## config.mk

```make
export PLATFORM = sky130hd
export DESIGN_NAME = mem_stage
export DESIGN_NICKNAME = d
export VERILOG_FILES = /design/src/rtl/mem_stage_pkg.sv /design/src/rtl/mem_stage_load_align.sv /design/src/rtl/mem_stage.sv
export VERILOG_INCLUDE_DIRS = /design/src /design/src/rtl
export SDC_FILE = /design/constraint.sdc
export NUM_CORES = 1
export LEC_CHECK = 0
export ABC_AREA = 1
export BUFFER_PORTS_ARGS = -buffer_cell sky130_fd_sc_hd__buf_2
export CAP_MARGIN = 20
export CELL_PAD_IN_SITES_DETAIL_PLACEMENT = 2
export CELL_PAD_IN_SITES_GLOBAL_PLACEMENT = 2
export CORE_MARGIN = 2
export CORE_UTILIZATION = 26
export DETAILED_ROUTE_END_ITERATION = 8
export HOLD_SLACK_MARGIN = 0.12
export PLACE_DENSITY = 0.78
export SETUP_SLACK_MARGIN = 0.1
export SLEW_MARGIN = 20
export SYNTH_ARGS = -nofsm -noshare
export SYNTH_HDL_FRONTEND = slang
export SYNTH_SLANG_ARGS = --single-unit
```

## constraint.sdc

```tcl
create_clock -name clk -period 1.7 [get_ports clk]
set_input_delay 0.17 -clock clk [delete_from_list [all_inputs] [get_ports clk]]
set_output_delay 0.17 -clock clk [all_outputs]
set_load 0.02 [all_outputs]
```

## src/rtl/BUS_LEN.vh

```
// BUS_LEN: shared pipeline bus widths and load-type encodings.
`ifndef BUS_LEN_VH
`define BUS_LEN_VH
`define ES2MS_BUS_LEN 90
`define MS2WS_BUS_LEN 70
`define LD_OP_W  3'b000
`define LD_OP_B  3'b001
`define LD_OP_H  3'b010
`define LD_OP_BU 3'b101
`define LD_OP_HU 3'b110
`endif

```

## src/rtl/mem_stage_pkg.sv

```systemverilog
// mem_stage_pkg: bus layouts and load-type encodings for the memory stage.
`include "BUS_LEN.vh"
package mem_stage_pkg;
    localparam int ES2MS_W = `ES2MS_BUS_LEN;
    localparam int MS2WS_W = `MS2WS_BUS_LEN;

    typedef enum logic [2:0] {
        LD_W  = `LD_OP_W,
        LD_B  = `LD_OP_B,
        LD_H  = `LD_OP_H,
        LD_BU = `LD_OP_BU,
        LD_HU = `LD_OP_HU
    } ld_op_e;

    typedef struct packed {
        logic [31:0] pc;
        logic [18:0] alu_op;
        logic [31:0] alu_result;
        logic        res_from_mem;
        logic [4:0]  dest;
        logic        gr_we;
    } es2ms_t;

    typedef struct packed {
        logic [31:0] pc;
        logic [31:0] final_result;
        logic [4:0]  dest;
        logic        gr_we;
    } ms2ws_t;
endpackage

```

## src/rtl/mem_stage_load_align.sv

```systemverilog
// load_align: byte/halfword lane select with sign or zero extension.
module load_align
    import mem_stage_pkg::*;
(
    input  logic [31:0] rdata,
    input  logic [1:0]  addr,
    input  ld_op_e      ld_op,
    output logic [31:0] data
);
    logic [7:0]  byte_v;
    logic [15:0] half_v;

    assign byte_v = rdata[8*addr +: 8];
    assign half_v = addr[1] ? rdata[31:16] : rdata[15:0];
    assign data = (ld_op == LD_B)  ? {{24{byte_v[7]}}, byte_v} :
                  (ld_op == LD_BU) ? {24'b0, byte_v} :
                  (ld_op == LD_H)  ? {{16{half_v[15]}}, half_v} :
                  (ld_op == LD_HU) ? {16'b0, half_v} : rdata;
endmodule

```

## src/rtl/mem_stage.sv

```systemverilog
// mem_stage: pipeline memory stage; holds transient load/multiplier data across stalls.
// Sub-word load extension is enabled by defining MS_LOAD_EXT_EN.
module mem_stage
    import mem_stage_pkg::*;
(
    input  logic               clk,
    input  logic               resetn,
    input  logic               ws_allowin,
    output logic               ms_allowin,
    input  logic               es2ms_valid,
    output logic               ms2ws_valid,
    input  logic [ES2MS_W-1:0] es2ms_bus,
    input  logic               es_res_from_mul,
    input  logic [2:0]         es_ld_op,
    input  logic [67:0]        mul_result,
    input  logic [31:0]        data_sram_rdata,
    output logic [MS2WS_W-1:0] ms2ws_bus,
    output logic [4:0]         mem_dest,
    output logic               mem_rf_we,
    output logic [31:0]        mem_result,
    output logic               ms_block
);
    es2ms_t      ms_bus;
    logic        ms_valid;
    logic        first_cyc;
    logic        res_from_mul;
    logic [31:0] rdata_hold;
    logic [31:0] mulw_hold;
    logic [31:0] mulw_live;
    logic [31:0] rdata_sel;
    logic [31:0] mulw_sel;
    logic [31:0] load_data;
    logic [31:0] final_result;
    logic        accept;
    logic        unused_ok;

    assign ms_allowin  = !ms_valid || ws_allowin;
    assign ms2ws_valid = ms_valid;
    assign accept      = es2ms_valid && ms_allowin;

`ifdef MS_LOAD_EXT_EN
    ld_op_e ld_op;

    always_ff @(posedge clk or negedge resetn) begin
        if (!resetn)
            ld_op <= LD_W;
        else if (accept)
            ld_op <= ld_op_e'(es_ld_op);
    end

    load_align u_load_align (
        .rdata (rdata_sel),
        .addr  (ms_bus.alu_result[1:0]),
        .ld_op (ld_op),
        .data  (load_data)
    );

    assign unused_ok = ^{mul_result[67:64], ms_bus.alu_op[18:15], ms_bus.alu_op[12:0]};
`else
    assign load_data = rdata_sel;
    assign unused_ok = ^{mul_result[67:64], ms_bus.alu_op[18:15], ms_bus.alu_op[12:0], es_ld_op};
`endif

    always_ff @(posedge clk or negedge resetn) begin
        if (!resetn) begin
            ms_valid     <= 1'b0;
            first_cyc    <= 1'b0;
            ms_bus       <= '0;
            res_from_mul <= 1'b0;
            rdata_hold   <= '0;
            mulw_hold    <= '0;
        end else begin
            if (ms_allowin)
                ms_valid <= es2ms_valid;
            if (accept) begin
                ms_bus       <= es2ms_t'(es2ms_bus);
                res_from_mul <= es_res_from_mul;
            end
            first_cyc <= accept;
            // Live SRAM/multiplier values vanish after the first cycle; keep a copy.
            if (ms_valid && first_cyc) begin
                rdata_hold <= data_sram_rdata;
                mulw_hold  <= mulw_live;
            end
        end
    end

    assign mulw_live    = (ms_bus.alu_op[13] | ms_bus.alu_op[14]) ? mul_result[63:32] : mul_result[31:0];
    assign rdata_sel    = first_cyc ? data_sram_rdata : rdata_hold;
    assign mulw_sel     = first_cyc ? mulw_live : mulw_hold;
    assign final_result = ms_bus.res_from_mem ? load_data :
                          res_from_mul        ? mulw_sel  : ms_bus.alu_result;

    assign ms2ws_bus  = {ms_bus.pc, final_result, ms_bus.dest, ms_bus.gr_we};
    assign mem_dest   = ms_bus.dest;
    assign mem_rf_we  = ms_valid && ms_bus.gr_we;
    assign mem_result = final_result;
    assign ms_block   = ms_valid && ms_bus.res_from_mem;
endmodule
```

==> results.sh, run 1 <==
export IMPL_status="finished with violations"
export IMPL_violations="setup timing"
export IMPL_grt_use_total_pct=23.9
export IMPL_arrival_ns=1.94
export IMPL_cts_buffers=17
export IMPL_drt_wl_total_um=41500
export IMPL_htree_levels=4
export IMPL_yosysTopAreaCellShare_pct=44.7
export IMPL_rsz0062_at_grt="true"
export IMPL_postRouteAntennaNets=0
export IMPL_die_y_um=178
export IMPL_hpwl_um=20900
export IMPL_yosysSeqAreaShare_pct=44.7
export IMPL_ys_seq_elements=140
export IMPL_synth_cell_types=16
export IMPL_syn_nets=1319
export IMPL_area_growth_synth_to_final_pct=64.5
export IMPL_reg2regPathDepth=8
export IMPL_max_slew_margin_pct=60.0
export IMPL_grt_pass1_wl_um=58000
export IMPL_start_util_pct=26.5
export IMPL_cp_start_kind="flop"
export IMPL_r2r_start="ms_bus[52]$_DFFE_PN0P_"
export IMPL_gp_congestion=0.770
export IMPL_ys_warnings_count=0
export IMPL_synth_cells=1121
export IMPL_final_common_cell="nand2_1"
export IMPL_clk_pin_slew_ns=0.07
export IMPL_maxCapViolCount=0
export IMPL_port_buffers=284
export IMPL_grt_pass1_vias=10500
export IMPL_setup_ws_ns=-0.409
export IMPL_cellPowerDensity_mw_per_mm2=1110
export IMPL_drtIter0Drc=404
export IMPL_max_stage_delay_ns=0.42
export IMPL_critical_path_max_fanout=8
export IMPL_layout_common_cells="nand2_1, buf_2, dlygate4sd3_1"
export IMPL_cts_tree="built"
export IMPL_drv_slew=0
export IMPL_vias_per_cell=4.80
export IMPL_ir_worst_vdd_mv=0.516
export IMPL_rows=63
export IMPL_die_area_mm2=0.0316
export IMPL_crit_buf_inv=3
export IMPL_grt_max_degree=77
export IMPL_final_area_mm2=0.0129
export IMPL_holdPathEnd="mulw_hold[29]$_DFFE_PN0P_"
export IMPL_cts_sinks=140
export IMPL_finalHoldViolCount=0
export IMPL_yosysTopAreaCell="dfrtp_1"
export IMPL_place_area_mm2=0.00933
export IMPL_r2r_end="mulw_hold[14]$_DFFE_PN0P_"
export IMPL_max_freq_ghz=0.474
export IMPL_setup_violations=64
export IMPL_drive_gt1_share_pct=34.6
export IMPL_crit_family="simple AND/OR/NAND/NOR gates"
export IMPL_dpl_cell_count=1686
export IMPL_cp_end_kind="output port"
export IMPL_tightest_slew_ns=0.600
export IMPL_period_minus_slack_ns=2.11
export IMPL_hold_path_class="input port to flop"
export IMPL_critical_path_class="flop to output port"
export IMPL_cts_buffer_depth=2
export IMPL_route_vias_total=9124
export IMPL_path_cells="nor2_4 -> buf_6 -> buf_12 -> nand2_4 -> nand3_2 -> nand2_2 -> nand2_2 -> nand2_2 -> buf_6"
export IMPL_antenna_found_initial=5
export IMPL_synth_area_per_cell_um2=7.00
export IMPL_r2r_setup_slack_ns=0.13
export IMPL_ios=309
export IMPL_grt_overflow=0
export IMPL_cts_root_buf="clkbuf_16"
export IMPL_hold_path_depth=5
export IMPL_drt_wirelength_per_cell_um=21.8
export IMPL_leakagePower_nw=6.88
export IMPL_power_mw=14.4
export IMPL_critPathSlowestCell="dfrtp_1"
export IMPL_synth_area_leaders="dfrtp_1, nand2_1, buf_4"
export IMPL_stdcell_count=1902
export IMPL_die_x_um=178
export IMPL_dr_pass1_iters=4
export IMPL_period_share_pct=124
export IMPL_critPathRequiredTime_ns=1.53
export IMPL_coreArea_mm2=0.0296
export IMPL_clock_skew_final_ns=0.0146
export IMPL_route_detailed_drc=0
export IMPL_nets=1694
export IMPL_critical_path_most_common_cell="nand2_2"
export IMPL_clock_latency_ns=0.43
export IMPL_hold_start="mul_result[29]"
export IMPL_synthesis_area_mm2=0.00784
-- report_power, final --
part / leakage (nW) / switching, mW / internal [mW]
Combinational: 4.86 / 3.42 / 2.45
Sequential: 1.71 / 0.461 / 3.97
Clock: 0.308 / 1.81 / 2.26
Total: 6.88 / 5.70 / 8.67
-- routing by layer --
metal  track usage [%]  vias to the layer above  routed length, um
li1                  -                     4111                  -
met1              26.7                     4534              15700
met2              43.8                      337              21900
met3              5.55                      138               2100
met4              8.91                        4               1720
met5                 0                        -                 27
-- logic make-up after synthesis --
family / share of synthesized area (%)
compound gates: 9.38
buf+inv: 16.3
flops: 44.7
simple gates: 29.6
-- worst reg2reg max path: cells and delay by family (launching register included) --
kind	cells	cell delay, ns
buffers and inverters	4	0.57
AOI/OAI and AO/OA	1	0.07
and+or+nand+nor	3	0.39
DFF	1	0.42
-- cell type report --
cell class | count | area [um2]
timing repair buffer | 494 | 4220
clock inverter | 15 | 198
fill | 3333 | 16700
sequential | 140 | 3510
clock buffer | 17 | 425
multi-input combinational | 739 | 3660
antenna | 3 | 7.51
inverter | 104 | 398
tap | 390 | 488
-- registers in the layout (all words and copies together) (netlist names) --
signal / count
first_cyc: 1
rdata_hold: 32
res_from_mul: 1
ms2ws_bus: 33
mem_dest: 5
mulw_hold: 32
ms_bus: 35
ms2ws_valid: 1
-- through the flow --
stage               setup slack (ns)  hold slack, ns  setup TNS (ns)  utilization, %
global route                  -0.493           0.150          -27.68            43.5
detailed placement            0.0498           0.191               0            31.5
global placement              0.0758           0.189               0            31.5
floorplan                      0.150          -0.126               0               -
CTS                           -0.301           0.106          -15.53            40.3
finish                        -0.409           0.119          -22.57            43.5
-- timing repair --
| action | 4_1_cts | 5_1_grt |
|---|---|---|
| setup endpoints to repair | 65 | 115 |
| gates cloned | 1 | 6 |
| hold buffers | 157 | 0 |
| gates resized for setup | 119 | 203 |
| pin swaps | 4 | 14 |
| setup buffers | 7 | 10 |
| hold endpoints to repair | 176 | 0 |
-- cell usage after synthesis --
cell type  count
a21oi_1       32
buf_1          4
buf_2         36
buf_4         77
buf_6          5
clkbuf_1      16
dfrtp_1      140
inv_1        100
inv_2          4
nand2_1      510
nand2_2        1
nand3_1       32
nor2_1        65
o211ai_1      32
o21ai_0        2
o21ai_1       65
-- worst max path at each step --
| stage | startpoint | to | slack (ns) | cells past startpoint |
|---|---|---|---|---|
| after global routing | ms_bus[52]$_DFFE_PN0P_ | ms2ws_bus[29] | -0.49 | 9 |
| after floorplan | res_from_mul$_DFFE_PN0P_ | ms2ws_bus[10] | 0.15 | 8 |
| after detailed placement | first_cyc$_DFF_PN0_ | mem_result[17] | 0.05 | 7 |
| after CTS | ms_bus[53]$_DFFE_PN0P_ | mem_result[20] | -0.30 | 8 |
| after global placement | first_cyc$_DFF_PN0_ | ms2ws_bus[23] | 0.08 | 7 |
| final | ms_bus[52]$_DFFE_PN0P_ | mem_result[16] | -0.41 | 9 |
No activity file was read; power rests on OpenSTA's default activity.
==> inputs of run 2 (changes only) <==
--- a/config.mk
+++ b/config.mk
@@ -12,10 +12,10 @@
 export CELL_PAD_IN_SITES_DETAIL_PLACEMENT = 2
 export CELL_PAD_IN_SITES_GLOBAL_PLACEMENT = 2
 export CORE_MARGIN = 2
-export CORE_UTILIZATION = 26
+export CORE_UTILIZATION = 28
 export DETAILED_ROUTE_END_ITERATION = 8
 export HOLD_SLACK_MARGIN = 0.12
-export PLACE_DENSITY = 0.78
+export PLACE_DENSITY = 0.86
 export SETUP_SLACK_MARGIN = 0.1
 export SLEW_MARGIN = 20
 export SYNTH_ARGS = -nofsm -noshare
==> constraint.sdc (replaced) <==
create_clock -name clk -period 2.7 [get_ports clk]
set_input_delay 0.27 -clock clk [delete_from_list [all_inputs] [get_ports clk]]
set_output_delay 0.27 -clock clk [all_outputs]
set_load 0.02 [all_outputs]
==> run 2 against run 1 <==
Against the previous run:
- the run now ends clean
- global-route usage shrank 0.44 points
- worst setup slack better by 0.69 ns
- hold slack better by 0.028 ns
- total power is 45% lower
- first-iteration DRC count shrank 9.7%
- largest cell class is now sequential cells
- sequential share of layout area up 5.4 points
- critical path depth is 3 lower
- combinational power shrank 56%
- clock skew about the same
- flip-flop and latch count stayed put
- clock power decreased by 38%
==> results.sh, run 2 (same netlist as run 1, synthesis figures left out) <==
export IMPL_port_buffers=284
export IMPL_leakagePower_nw=6.06
export IMPL_vias_per_cell=4.65
export IMPL_route_vias_total=8391
export IMPL_cts_root_buf="clkbuf_16"
export IMPL_max_flop_register="ms_bus"
export IMPL_cp_end_kind="output port"
export IMPL_clock_skew_final_ns=0.0146
export IMPL_largest_reg_flops=35
export IMPL_cts_buffer_depth=2
export IMPL_grt_overflow=0
export IMPL_critPathRequiredTime_ns=2.43
export IMPL_tightest_slew_ns=0.643
export IMPL_rows=61
export IMPL_critical_path_most_common_cell="nand2_1"
export IMPL_hpwl_um=20200
export IMPL_r2r_setup_slack_ns=0.71
export IMPL_setup_violations=0
export IMPL_arrival_ns=2.15
export IMPL_finalHoldViolCount=0
export IMPL_status="finished clean"
export IMPL_die_y_um=171
export IMPL_maxCapViolCount=0
export IMPL_critPathSlowestCell="dfrtp_4"
export IMPL_die_x_um=171
export IMPL_drt_wirelength_per_cell_um=18.8
export IMPL_path_cells="buf_12 -> nand3_1 -> nand2_1 -> nand2_1 -> nand2_1 -> buf_2"
export IMPL_die_area_mm2=0.0294
export IMPL_drive_gt1_share_pct=24.1
export IMPL_hold_path_class="input port to flop"
export IMPL_grt_max_degree=73
export IMPL_nets=1606
export IMPL_max_stage_delay_ns=0.65
export IMPL_drt_wl_total_um=33900
export IMPL_dr_pass1_iters=5
export IMPL_period_share_pct=89.6
export IMPL_period_minus_slack_ns=2.42
export IMPL_cts_buffers=17
export IMPL_critical_path_class="flop to output port"
export IMPL_crit_end="mem_result[29]"
export IMPL_start_util_pct=28.3
export IMPL_rsz0062_at_grt="false"
export IMPL_drtIter0Drc=365
export IMPL_fillers=3265
export IMPL_cts_sinks=140
export IMPL_ir_worst_vdd_mv=0.300
export IMPL_cellPowerDensity_mw_per_mm2=733
export IMPL_antenna_found_initial=4
export IMPL_place_area_mm2=0.00907
export IMPL_crit_family="flip-flops"
export IMPL_area_growth_synth_to_final_pct=37.2
export IMPL_clk_pin_slew_ns=0.07
export IMPL_r2r_start="first_cyc$_DFF_PN0_"
export IMPL_route_detailed_drc=0
export IMPL_layout_common_cells="nand2_1, buf_2, dfrtp_1"
export IMPL_r2r_end="rdata_hold[8]$_DFFE_PN0P_"
export IMPL_reg2regPathDepth=5
export IMPL_drv_slew=0
export IMPL_cts_tree="built"
export IMPL_final_common_cell="nand2_1"
export IMPL_gp_congestion=0.787
export IMPL_startpoint="first_cyc$_DFF_PN0_"
export IMPL_max_slew_margin_pct=57.1
export IMPL_grt_pass1_vias=9564
export IMPL_max_freq_ghz=0.414
export IMPL_cp_start_kind="flop"
export IMPL_coreArea_mm2=0.0277
export IMPL_setup_tns_final_ns=0
export IMPL_worstSetupPathDepth=6
export IMPL_grt_pass1_wl_um=52800
export IMPL_critical_path_max_fanout=60
export IMPL_htree_levels=4
export IMPL_grt_use_total_pct=23.4
export IMPL_crit_buf_inv=2
export IMPL_ios=309
export IMPL_final_area_mm2=0.0108
export IMPL_postRouteAntennaNets=0
export IMPL_clock_latency_ns=0.43
-- run 2: cell count changes in the layout (fill, tap and decap cells not counted), moves of 3 or more --
| cell | change |
|---|---|
| buf_2 | +65 |
| nand3_2 | -27 |
| buf_12 | -13 |
| buf_6 | -71 |
| dlygate4sd3_1 | -53 |
| buf_4 | -8 |
| nand3_1 | +27 |
| buf_16 | -3 |
| nand2_4 | -29 |
| clkbuf_16 | -5 |
| nand2_2 | -85 |
| nand2_1 | +115 |
-- run 2: repair_timing --
item / CTS / global route
hold endpoints to repair: 161 / 0
endpoints found under the setup margin: 12 / 6
hold buffers: 104 / 0
gates resized for setup: 0 / 2
setup buffers: 1 / 0
-- run 2: routing by layer --
metal	global-route usage (%)	vias up	routed length [um]
met5	0	-	0
li1	-	3932	-
met4	7.81	0	698
met2	42.8	236	17600
met3	4.46	45	1500
met1	27.5	4178	14100
-- run 2: cell type report --
cell class / instances / area [um2] / area share (%)
Tap cell: 378 / 473 / 4.39
Multi-Input combinational cell: 739 / 3070 / 28.5
Antenna cell: 5 / 12.5 / 0.116
Timing Repair Buffer: 406 / 2690 / 25.0
Clock buffer: 17 / 425 / 3.95
Clock inverter: 15 / 196 / 1.82
Inverter: 104 / 393 / 3.65
Sequential cell: 140 / 3510 / 32.6
-- run 2: per-stage QoR --
step                hold WS (ns)  util [%]  total power, mW  instances  setup WS (ns)
finish                     0.147      38.9             7.89       1804          0.282
floorplan                -0.0256         -             4.51       1121           1.05
CTS                        0.121      38.8             7.88       1799          0.210
global placement           0.319      32.7             5.06       1662          0.542
global route               0.151      38.8             8.37       1802          0.195
detailed placement         0.316      32.7             5.18       1662          0.538
-- run 2: power by group --
part	switching (mW)	internal [mW]	total, mW
clock	1.12	1.42	2.54
sequential	0.258	2.49	2.75
combinational	1.71	0.880	2.59
-- run 2: how the worst min path moves through the flow --
stage,cells past startpoint,startpoint,slack (ns),end
2_1_floorplan,0,resetn,-0.03,first_cyc$_DFF_PN0_
3_3_place_gp,1,resetn,0.32,mulw_hold[30]$_DFFE_PN0P_
3_5_place_dp,1,resetn,0.32,mulw_hold[22]$_DFFE_PN0P_
4_1_cts,3,data_sram_rdata[3],0.12,rdata_hold[3]$_DFFE_PN0P_
5_1_grt,3,data_sram_rdata[3],0.15,rdata_hold[3]$_DFFE_PN0P_
6_report,3,data_sram_rdata[3],0.15,rdata_hold[3]$_DFFE_PN0P_
-- run 2: tightest hold or removal path: stages --
cell,delay [ns]
buf_2,0.10
inv_1,0.07
o21ai_1,0.09
